### src/rtl/lbus_arbiter.sv
// -----------------------------------------------------------------------------
// lbus_arbiter
//
// Two-port round-robin arbiter and sequencer for the single-master local bus
// in front of the 8x8-bit register map. The register map double-flop
// synchronises rd_en/wr_en and commits writes on the synchronised rising edge
// of wr_en. Each access therefore holds its enable for ACCESS_CYCLES, then
// keeps address/data stable for GAP_CYCLES with the enable low. This gives
// back-to-back writes distinct edges and keeps the address valid while the
// delayed write commits.
//
// Parameters:
//   ACCESS_CYCLES  enable-high window, legal 3..15
//   GAP_CYCLES     enable-low recovery window, legal 2..15
//
// Ports:
//   clk, rst_n           clock, asynchronous active-low reset
//   req0/req1            request, held high until the matching ack
//   we0/we1              1 = write, 0 = read (stable while req high)
//   addr0/addr1 [23:0]   byte address (stable while req high)
//   wdata0/wdata1 [7:0]  write data (stable while req high)
//   ack0/ack1            one-cycle completion pulse
//   req_rdata [7:0]      read data, valid with ack, held until next read
//   lbus_rd_en           read enable to register map
//   lbus_wr_en           write enable to register map
//   lbus_address [23:0]  bus address, changes only on a grant
//   lbus_wdata [7:0]     bus write data, changes only on a grant
//   lbus_rdata [7:0]     combinational read data from register map
//   state_dbg [1:0]      current FSM state (0 idle, 1 access, 2 recover)
//
// Handshake: a requester raises reqN with weN/addrN/wdataN stable and keeps
// them until ackN. ackN pulses for one cycle in the first recover cycle. A req
// still high when IDLE is re-entered counts as a new request. A req dropped
// early does not cancel the transaction in flight.
// -----------------------------------------------------------------------------
module lbus_arbiter #(
    parameter int unsigned ACCESS_CYCLES = 4,
    parameter int unsigned GAP_CYCLES    = 2
) (
    input  logic        clk,
    input  logic        rst_n,
    input  logic        req0,
    input  logic        req1,
    input  logic        we0,
    input  logic        we1,
    input  logic [23:0] addr0,
    input  logic [23:0] addr1,
    input  logic [7:0]  wdata0,
    input  logic [7:0]  wdata1,
    output logic        ack0,
    output logic        ack1,
    output logic [7:0]  req_rdata,
    output logic        lbus_rd_en,
    output logic        lbus_wr_en,
    output logic [23:0] lbus_address,
    output logic [7:0]  lbus_wdata,
    input  logic [7:0]  lbus_rdata,
    output logic [1:0]  state_dbg
);

    typedef enum logic [1:0] {
        S_IDLE    = 2'd0,
        S_ACCESS  = 2'd1,
        S_RECOVER = 2'd2
    } state_t;

    localparam logic [3:0] ACC_LOAD = 4'(ACCESS_CYCLES - 1);
    localparam logic [3:0] GAP_LOAD = 4'(GAP_CYCLES - 1);

    state_t     state;
    logic [3:0] cnt;
    logic       last_grant;
    logic       cur_id;
    logic       cur_we;

    // Winner selection. On a tie, the port that was not served last wins.
    logic        grant_valid;
    logic        grant_id;
    logic        grant_we;
    logic [23:0] grant_addr;
    logic [7:0]  grant_wdata;

    always_comb begin
        grant_valid = req0 | req1;
        grant_id    = 1'b0;
        if (req0 && req1) begin
            grant_id = ~last_grant;
        end else if (req1) begin
            grant_id = 1'b1;
        end
        grant_we    = grant_id ? we1    : we0;
        grant_addr  = grant_id ? addr1  : addr0;
        grant_wdata = grant_id ? wdata1 : wdata0;
    end

    always_ff @(posedge clk or negedge rst_n) begin
        if (!rst_n) begin
            state        <= S_IDLE;
            cnt          <= 4'd0;
            last_grant   <= 1'b1;
            cur_id       <= 1'b0;
            cur_we       <= 1'b0;
            ack0         <= 1'b0;
            ack1         <= 1'b0;
            req_rdata    <= 8'h00;
            lbus_rd_en   <= 1'b0;
            lbus_wr_en   <= 1'b0;
            lbus_address <= 24'h000000;
            lbus_wdata   <= 8'h00;
        end else begin
            ack0 <= 1'b0;
            ack1 <= 1'b0;
            case (state)
                S_IDLE: begin
                    if (grant_valid) begin
                        cur_id       <= grant_id;
                        last_grant   <= grant_id;
                        cur_we       <= grant_we;
                        lbus_address <= grant_addr;
                        lbus_wdata   <= grant_wdata;
                        lbus_wr_en   <= grant_we;
                        lbus_rd_en   <= ~grant_we;
                        cnt          <= ACC_LOAD;
                        state        <= S_ACCESS;
                    end
                end
                S_ACCESS: begin
                    if (cnt == 4'd0) begin
                        // Final enable cycle: the read path has had the whole
                        // window to settle, so capture here.
                        if (!cur_we) begin
                            req_rdata <= lbus_rdata;
                        end
                        lbus_wr_en <= 1'b0;
                        lbus_rd_en <= 1'b0;
                        ack0       <= ~cur_id;
                        ack1       <= cur_id;
                        cnt        <= GAP_LOAD;
                        state      <= S_RECOVER;
                    end else begin
                        cnt <= cnt - 4'd1;
                    end
                end
                S_RECOVER: begin
                    // Address/data stay put: the synchronised write edge
                    // lands in this window.
                    if (cnt == 4'd0) begin
                        state <= S_IDLE;
                    end else begin
                        cnt <= cnt - 4'd1;
                    end
                end
                default: begin
                    state <= S_IDLE;
                end
            endcase
        end
    end

    assign state_dbg = state;

endmodule

### config.mk
export PLATFORM = sky130hd
export DESIGN_NAME = lbus_arbiter
export DESIGN_NICKNAME = d
export VERILOG_FILES = /design/src/rtl/lbus_arbiter.sv
export SDC_FILE = /design/constraint.sdc
export NUM_CORES = 1
export LEC_CHECK = 0
export CAP_MARGIN = 20
export CORE_ASPECT_RATIO = 1.2
export CORE_MARGIN = 4
export CORE_UTILIZATION = 33
export CTS_BUF_LIST = sky130_fd_sc_hd__clkbuf_4
export CTS_CLUSTER_DIAMETER = 60
export DETAILED_ROUTE_END_ITERATION = 16
export HOLD_SLACK_MARGIN = 0.08
export PLACE_DENSITY = 0.67
export SLEW_MARGIN = 10
export SYNTH_ARGS = -nofsm -noshare
export SYNTH_HDL_FRONTEND = slang
export SYNTH_SLANG_ARGS = --single-unit
### constraint.sdc
create_clock -name clk -period 1.62 [get_ports clk]
set_clock_uncertainty 0.2 [all_clocks]
set_input_delay 0.324 -clock clk [delete_from_list [all_inputs] [get_ports clk]]
set_output_delay 0.324 -clock clk [all_outputs]
set_load 0.01 [all_outputs]
==> impl_metrics.py, run 1 <==
metrics = {
    "worst_setup_path": {
        "worstSetupPathType": "reg -> reg",
        "crit_path_end_kind": "register",
        "path_common_cell": "buf_6",
        "r2r-start": "state_dbg[0]",
        "critPathTopFamily": "flip-flops",
        "worstPathArrival_ps": 1810,
        "cp_cell_sequence": "buf_6 > inv_4 > ha_4 > nor3b_4 > buf_6 > nor2_4 > o21ai_1 > a32o_1",
        "crit_path_max_fanout": 5,
        "rrSetupSlack_ps": -120,
        "start_kind": "register",
        "worstReg2RegEnd": "cnt[3]",
        "cp.required_ps": 1690,
        "slowest_stage": "dfrtp_1",
        "critical_path_buf_inv_count": 3,
        "max_stage_delay_ps": 400,
        "rr_worst_depth": 8,
    },
    "clock_network": {
        "insertion_delay_ps": 360,
        "cts_sinks": 53,
        "clkTransAtPathRegs_ps": 150,
        "cts_tree": "built",
        "htree_levels": 2,
        "numCtsBuffers": 5,
        "cts.path.max_buffers": 2,
        "cts_root_buf": "clkbuf_4",
    },
    "timing": {
        "finalWorstSetupSlack_ps": -118,
        "rsz0062_at_grt": "yes",
        "period_share": 1.07,
        "finalHoldViolations": 0,
        "worstMarginPinSlew_ps": 419,
        "timing.slew.headroom": 0.721,
        "hold_ws_ps": 259,
        "finalCriticalPeriod_ps": 1740,
        "setup_viol": 47,
        "fmax_mhz": 575,
        "drv_slew": 0,
    },
    "place": {
        "placed_cells": 455,
        "pre_cts_slack_ps": -297,
        "dpl_cell_area_mm2": 0.00404,
        "dpl.hpwl_mm": 5.06,
        "place.gp.congestion": 0.721,
        "port_buffers": 123,
    },
    "synth": {
        "yosysSeqAreaShare": 0.524,
        "synth_largest_area_cell": "dfrtp_1",
        "synth_area_leaders": "dfrtp_1, mux2i_1, o21ai_0, nand2_1, mux2_2",
        "async_reset_ff_frac": 1.00,
        "synth_common_cells": "dfrtp_1, o21ai_0, nand2_1, mux2i_1, inv_1",
        "syn_nets": 318,
        "synth_cell_type_count": 35,
        "yosysMostFrequentCell": "dfrtp_1",
        "synth.avg_cell_area_um2": 10.8,
        "syn-instance-count": 235,
        "ys_ff_latch": 53,
        "netlist_area_mm2": 0.00253,
        "synth_edf_count": 0,
        "ys_warn_count": 0,
        "synthFlopType": "dfrtp_1",
        "synth_top_area_frac": 0.514,
    },
    "cells_and_area": {
        "drive_above_1_share": 0.331,
        "fin_util": 0.651,
        "nNetsFinal": 502,
        "nFillCells": 609,
        "final_area_mm2": 0.00479,
        "diodes": 0,
        "multi_input_area_mm2": 0.00134,
        "final-instance-count-excl-fill": 510,
        "area_delta_synth_final_pct": 89.4,
        "regArea_mm2": 0.00133,
    },
    "global_routing": {
        "grt.total_usage": 0.149,
        "grt_max_degree": 54,
        "grt_pass1_wl_mm": 10.9,
        "antenna_found_initial": 0,
        "grt_pass1_vias": 2402,
        "overflow": 0,
    },
    "outcome": {
        "status": "finished, violations left",
        "failed_checks": "negative setup slack",
    },
    "flow_run": {
        "maxCapViolCount": 0,
    },
    "route": {
        "drc": 0,
        "finalWirelength_mm": 7.84,
        "wl_per_cell_um": 15.4,
        "drtIter0Drc": 69,
        "via_per_inst": 4.83,
        "wl_met2_mm": 4.37,
        "ant_nets": 0,
        "dr.max_layer_used": "met4",
        "firstDrtPassIters": 4,
        "route.met3.wl_um": 558,
        "routedLengthMet1_mm": 2.85,
        "via_count": 2461,
    },
    "die": {
        "chipHeight_um": 104,
        "fp.coreArea_mm2": 0.00736,
        "die_area_mm2": 0.00914,
        "io_pins": 124,
        "die_x_um": 88.0,
        "start_util": 0.344,
        "floorplan.rows": 34,
    },
    "power_and_ir_drop": {
        "leakagePower_nw": 2.22,
        "power.density_mw_per_mm2": 1660,
        "peakVddDrop_uv": 763,
    },
    "min_path": {
        "hp-class": "in -> async",
    },
}
[flip-flops by register name, indices dropped and copies added, names as in the netlist]
signal / cells
lbus_wdata: 8
cur_we: 1
ack1: 1
lbus_rd_en: 1
req_rdata: 8
cur_id: 1
cnt: 4
lbus_wr_en: 1
last_grant: 1
lbus_address: 24
state_dbg: 2
ack0: 1
[layout make-up]
class | count | area share
multi-input combinational | 162 | 0.279
sequential | 53 | 0.277
clock inverter | 2 | 0.00209
timing repair buffer | 188 | 0.401
tap | 90 | 0.0235
inverter | 9 | 0.00861
clock buffer | 6 | 0.00939
[where the power goes]
group          switching, W  internal, W
Combinational       0.00219      0.00287
Sequential         0.000365      0.00195
Clock              0.000407     0.000184
Total               0.00297      0.00501
[worst max path at each step]
stage               depth (start not counted)         start    endpoint  slack, ps
floorplan                                   5        cnt[0]      cnt[3]       -100
global placement                            6          req1  lbus_rd_en       -250
detailed placement                          6          req1  lbus_rd_en       -300
CTS                                         5        cnt[1]      cnt[3]        -90
global route                                6  state_dbg[0]      cnt[3]       -190
finish                                      8  state_dbg[0]      cnt[3]       -120
[logic make-up after synthesis]
family | count (synthesis) | synth area share
AOI/OAI and AO/OA | 60 | 0.136
and+or+nand+nor | 56 | 0.109
muxes | 40 | 0.162
DFF | 53 | 0.524
adders and majority gates | 5 | 0.0247
buffers and inverters | 21 | 0.0435
[worst reg2reg max path: stages, from the launching register on]
cell and delay, ps:
dfrtp_1 400, buf_6 130, inv_4 40, ha_4 170, nor3b_4 160, buf_6 120
nor2_4 120, o21ai_1 90, a32o_1 220
[metal layers]
| metal | vias to the layer above | GRT usage |
|---|---|---|
| li1 | 1187 | - |
| met1 | 1192 | 0.162 |
| met5 | - | 0 |
| met2 | 76 | 0.275 |
| met3 | 6 | 0.0475 |
| met4 | 0 | 0.0296 |
[per-stage QoR]
step                power (W)  setup TNS, ps
detailed placement    0.00598         -10740
finish                0.00798          -2670
global route          0.00854          -5990
CTS                   0.00682          -1600
floorplan             0.00402           -766
global placement      0.00589          -9620
[repair_timing]
| action | CTS | global route |
|---|---|---|
| gates resized for setup | 87 | 113 |
| hold buffers | 1 | 0 |
| setup buffers | 17 | 20 |
| cloned | 2 | 8 |
| endpoints found under the hold margin | 53 | 0 |
| pin swaps | 16 | 23 |
| endpoints found under the setup margin | 63 | 95 |
[layout by cell type (no fill, tap or decap), types with 3 or more instances in the layout]
cell,n
a21oi_2,4
buf_12,6
buf_4,38
buf_6,15
buf_8,3
clkbuf_16,3
clkbuf_2,3
clkbuf_4,6
clkdlybuf4s15_1,36
clkdlybuf4s50_1,76
dfrtp_1,52
dlygate4sd2_1,5
ha_4,3
inv_1,5
mux2_2,8
mux2i_1,29
nand2_1,29
nand2_2,6
nand2_4,4
o21ai_0,11
o21ai_1,22
o21ai_2,12
Power figures use the tool's default switching activity.
==> run 2, diff against run 1 <==
--- a/config.mk
+++ b/config.mk
@@ -7,7 +7,6 @@
 export LEC_CHECK = 0
 export CAP_MARGIN = 20
 export CORE_ASPECT_RATIO = 1.2
-export CORE_MARGIN = 4
 export CORE_UTILIZATION = 33
 export CTS_BUF_LIST = sky130_fd_sc_hd__clkbuf_4
 export CTS_CLUSTER_DIAMETER = 60
@@ -18,3 +17,4 @@
 export SYNTH_ARGS = -nofsm -noshare
 export SYNTH_HDL_FRONTEND = slang
 export SYNTH_SLANG_ARGS = --single-unit
+export TNS_END_PERCENT = 100
==> impl_metrics.py, run 2 (same netlist as run 1, synthesis figures left out) <==
metrics = {
    "timing": {
        "hold_ws_ps": 232,
        "period_share": 1.08,
        "finalHoldViolations": 0,
        "setup_viol": 42,
        "drv_slew": 0,
        "timing.slew.headroom": 0.778,
        "worstMarginPinSlew_ps": 332,
        "fmax_mhz": 573,
        "finalCriticalPeriod_ps": 1750,
        "rsz0062_at_grt": "yes",
        "finalWorstSetupSlack_ps": -125,
    },
    "global_routing": {
        "grt_max_degree": 54,
        "antenna_found_initial": 0,
        "grt_pass1_wl_mm": 10.4,
        "grt.total_usage": 0.168,
        "grt_pass1_vias": 2300,
        "overflow": 0,
    },
    "cells_and_area": {
        "nFillCells": 652,
        "area_delta_synth_final_pct": 80.4,
        "reg.largest.list": "lbus_address x24, lbus_wdata x8, req_rdata x8",
        "diodes": 0,
        "nNetsFinal": 488,
        "final-instance-count-excl-fill": 496,
        "final_common_cell": "clkdlybuf4s50_1",
        "drive_above_1_share": 0.298,
        "largest_reg_flops": 24,
        "layout_common_cells": "clkdlybuf4s50_1, dfrtp_1, clkdlybuf4s15_1",
        "top_register": "lbus_address",
    },
    "clock_network": {
        "insertion_delay_ps": 370,
        "cts_sinks": 53,
        "cts.path.max_buffers": 2,
        "clkTransAtPathRegs_ps": 170,
        "cts_tree": "built",
        "numCtsBuffers": 5,
        "cts_root_buf": "clkbuf_4",
        "htree_levels": 2,
    },
    "power_and_ir_drop": {
        "leakagePower_nw": 2.11,
        "power.density_mw_per_mm2": 1630,
        "p_total_w": 0.00744,
        "peakVddDrop_uv": 849,
    },
    "route": {
        "via_per_inst": 4.73,
        "ant_nets": 0,
        "drtIter0Drc": 77,
        "wl_per_cell_um": 14.2,
        "firstDrtPassIters": 4,
        "finalWirelength_mm": 7.02,
        "drc": 0,
        "via_count": 2348,
    },
    "place": {
        "placed_cells": 457,
        "dpl.hpwl_mm": 4.74,
        "port_buffers": 123,
        "place.gp.congestion": 0.771,
    },
    "outcome": {
        "failed_checks": "negative setup slack",
        "status": "finished, violations left",
    },
    "die": {
        "start_util": 0.346,
        "io_pins": 124,
        "fp.coreArea_mm2": 0.00732,
        "die_x_um": 82.0,
        "die_area_mm2": 0.00803,
        "chipHeight_um": 97.9,
        "floorplan.rows": 34,
    },
    "worst_setup_path": {
        "max_stage_delay_ps": 430,
        "cp.required_ps": 1690,
        "rr_worst_depth": 8,
        "start_kind": "register",
        "slowest_stage": "dfrtp_1",
        "worstPathArrival_ps": 1820,
        "path_depth": 8,
        "cp_cell_sequence": "buf_6 > inv_4 > buf_6 > ha_4 > nor3b_4 > o21ai_0 > nand2_1 > o21ai_0",
        "critPathTopFamily": "flip-flops",
        "crit_path_max_fanout": 5,
        "critical_path_buf_inv_count": 3,
        "worstSetupPathType": "reg -> reg",
        "crit_path_end_kind": "register",
    },
    "min_path": {
        "hp-class": "in -> async",
    },
    "flow_run": {
        "maxCapViolCount": 0,
    },
}
==> run 2: cell types whose count changed in the layout (fill, tap and decap cells not counted), moves of 3 or more <==
cell,before,now
o21ai_2,12,9
o21ai_1,22,25
dlygate4sd2_1,5,2
a21oi_2,4,0
nand2_1,29,26
buf_6,15,7
a21oi_1,1,5
==> run 2: routing by layer <==
metal	part of all wire	track usage	routed length [µm]	vias up
li1	-	-	-	1156
met1	0.39	0.192	2740	1106
met2	0.54	0.292	3780	80
met3	0.063	0.0430	441	6
met4	0.0088	0.0621	62	0
met5	0	0	0	-
==> run 2: path summary, 6_finish.rpt <==
check | endpoint | start | slack, ps
worst max-delay path | state_dbg[1] | state_dbg[1] | -130
worst min-delay path | state_dbg[1] | rst_n | 230
worst max register to register | state_dbg[1] | state_dbg[1] | -130
worst min register to register | lbus_address[9] | lbus_address[9] | 300
max in group asynchronous | last_grant | rst_n | 690
min in group clk | lbus_address[9] | lbus_address[9] | 300
==> run 2: worst register-to-register path, delay by kind of cell, from the launching register on <==
kind                     cells  cell delay [ps]
buffers and inverters        3              250
flip-flops                   1              430
AND/OR/NAND/NOR              2              390
AO/OA/AOI/OAI                2              210
adder cells (fa/ha/maj)      1              160
==> run 2: report_power, final <==
group / switching (W) / total, W / leakage, nW / internal (W)
sequential: 0.000387 / 0.00234 / 0.647 / 0.00195
combinational: 0.00199 / 0.00447 / 1.43 / 0.00248
clock: 0.000451 / 0.000632 / 0.0293 / 0.000180
==> run 2: cell type report <==
type                            count  area, µm²  area share
Clock buffer                        5       37.5     0.00822
Inverter                            9       38.8     0.00850
Multi-Input combinational cell    162       1310       0.287
Sequential cell                    53       1330       0.291
Timing Repair Buffer              174       1710       0.375
Clock inverter                      3       26.3     0.00575
Tap cell                           90        113      0.0247
==> run 2: stage by stage <==
step	setup TNS, ps	area, µm²	worst slack (ps)	utilization
floorplan	-766	2570	-95.4	-
global placement	-9700	4040	-283	0.552
detailed placement	-10280	4040	-276	0.552
CTS	-2580	4160	-147	0.569
global route	-5530	4570	-182	0.624
finish	-2630	4570	-125	0.624
==> run 2: repair_timing <==
item / in CTS / in global routing
buffers inserted: 8 / 19
gates resized for setup: 91 / 99
pin swaps: 4 / 24
setup endpoints to repair: 73 / 89
hold buffers: 1 / 0
cloned: 0 / 5
hold endpoints to repair: 53 / 0
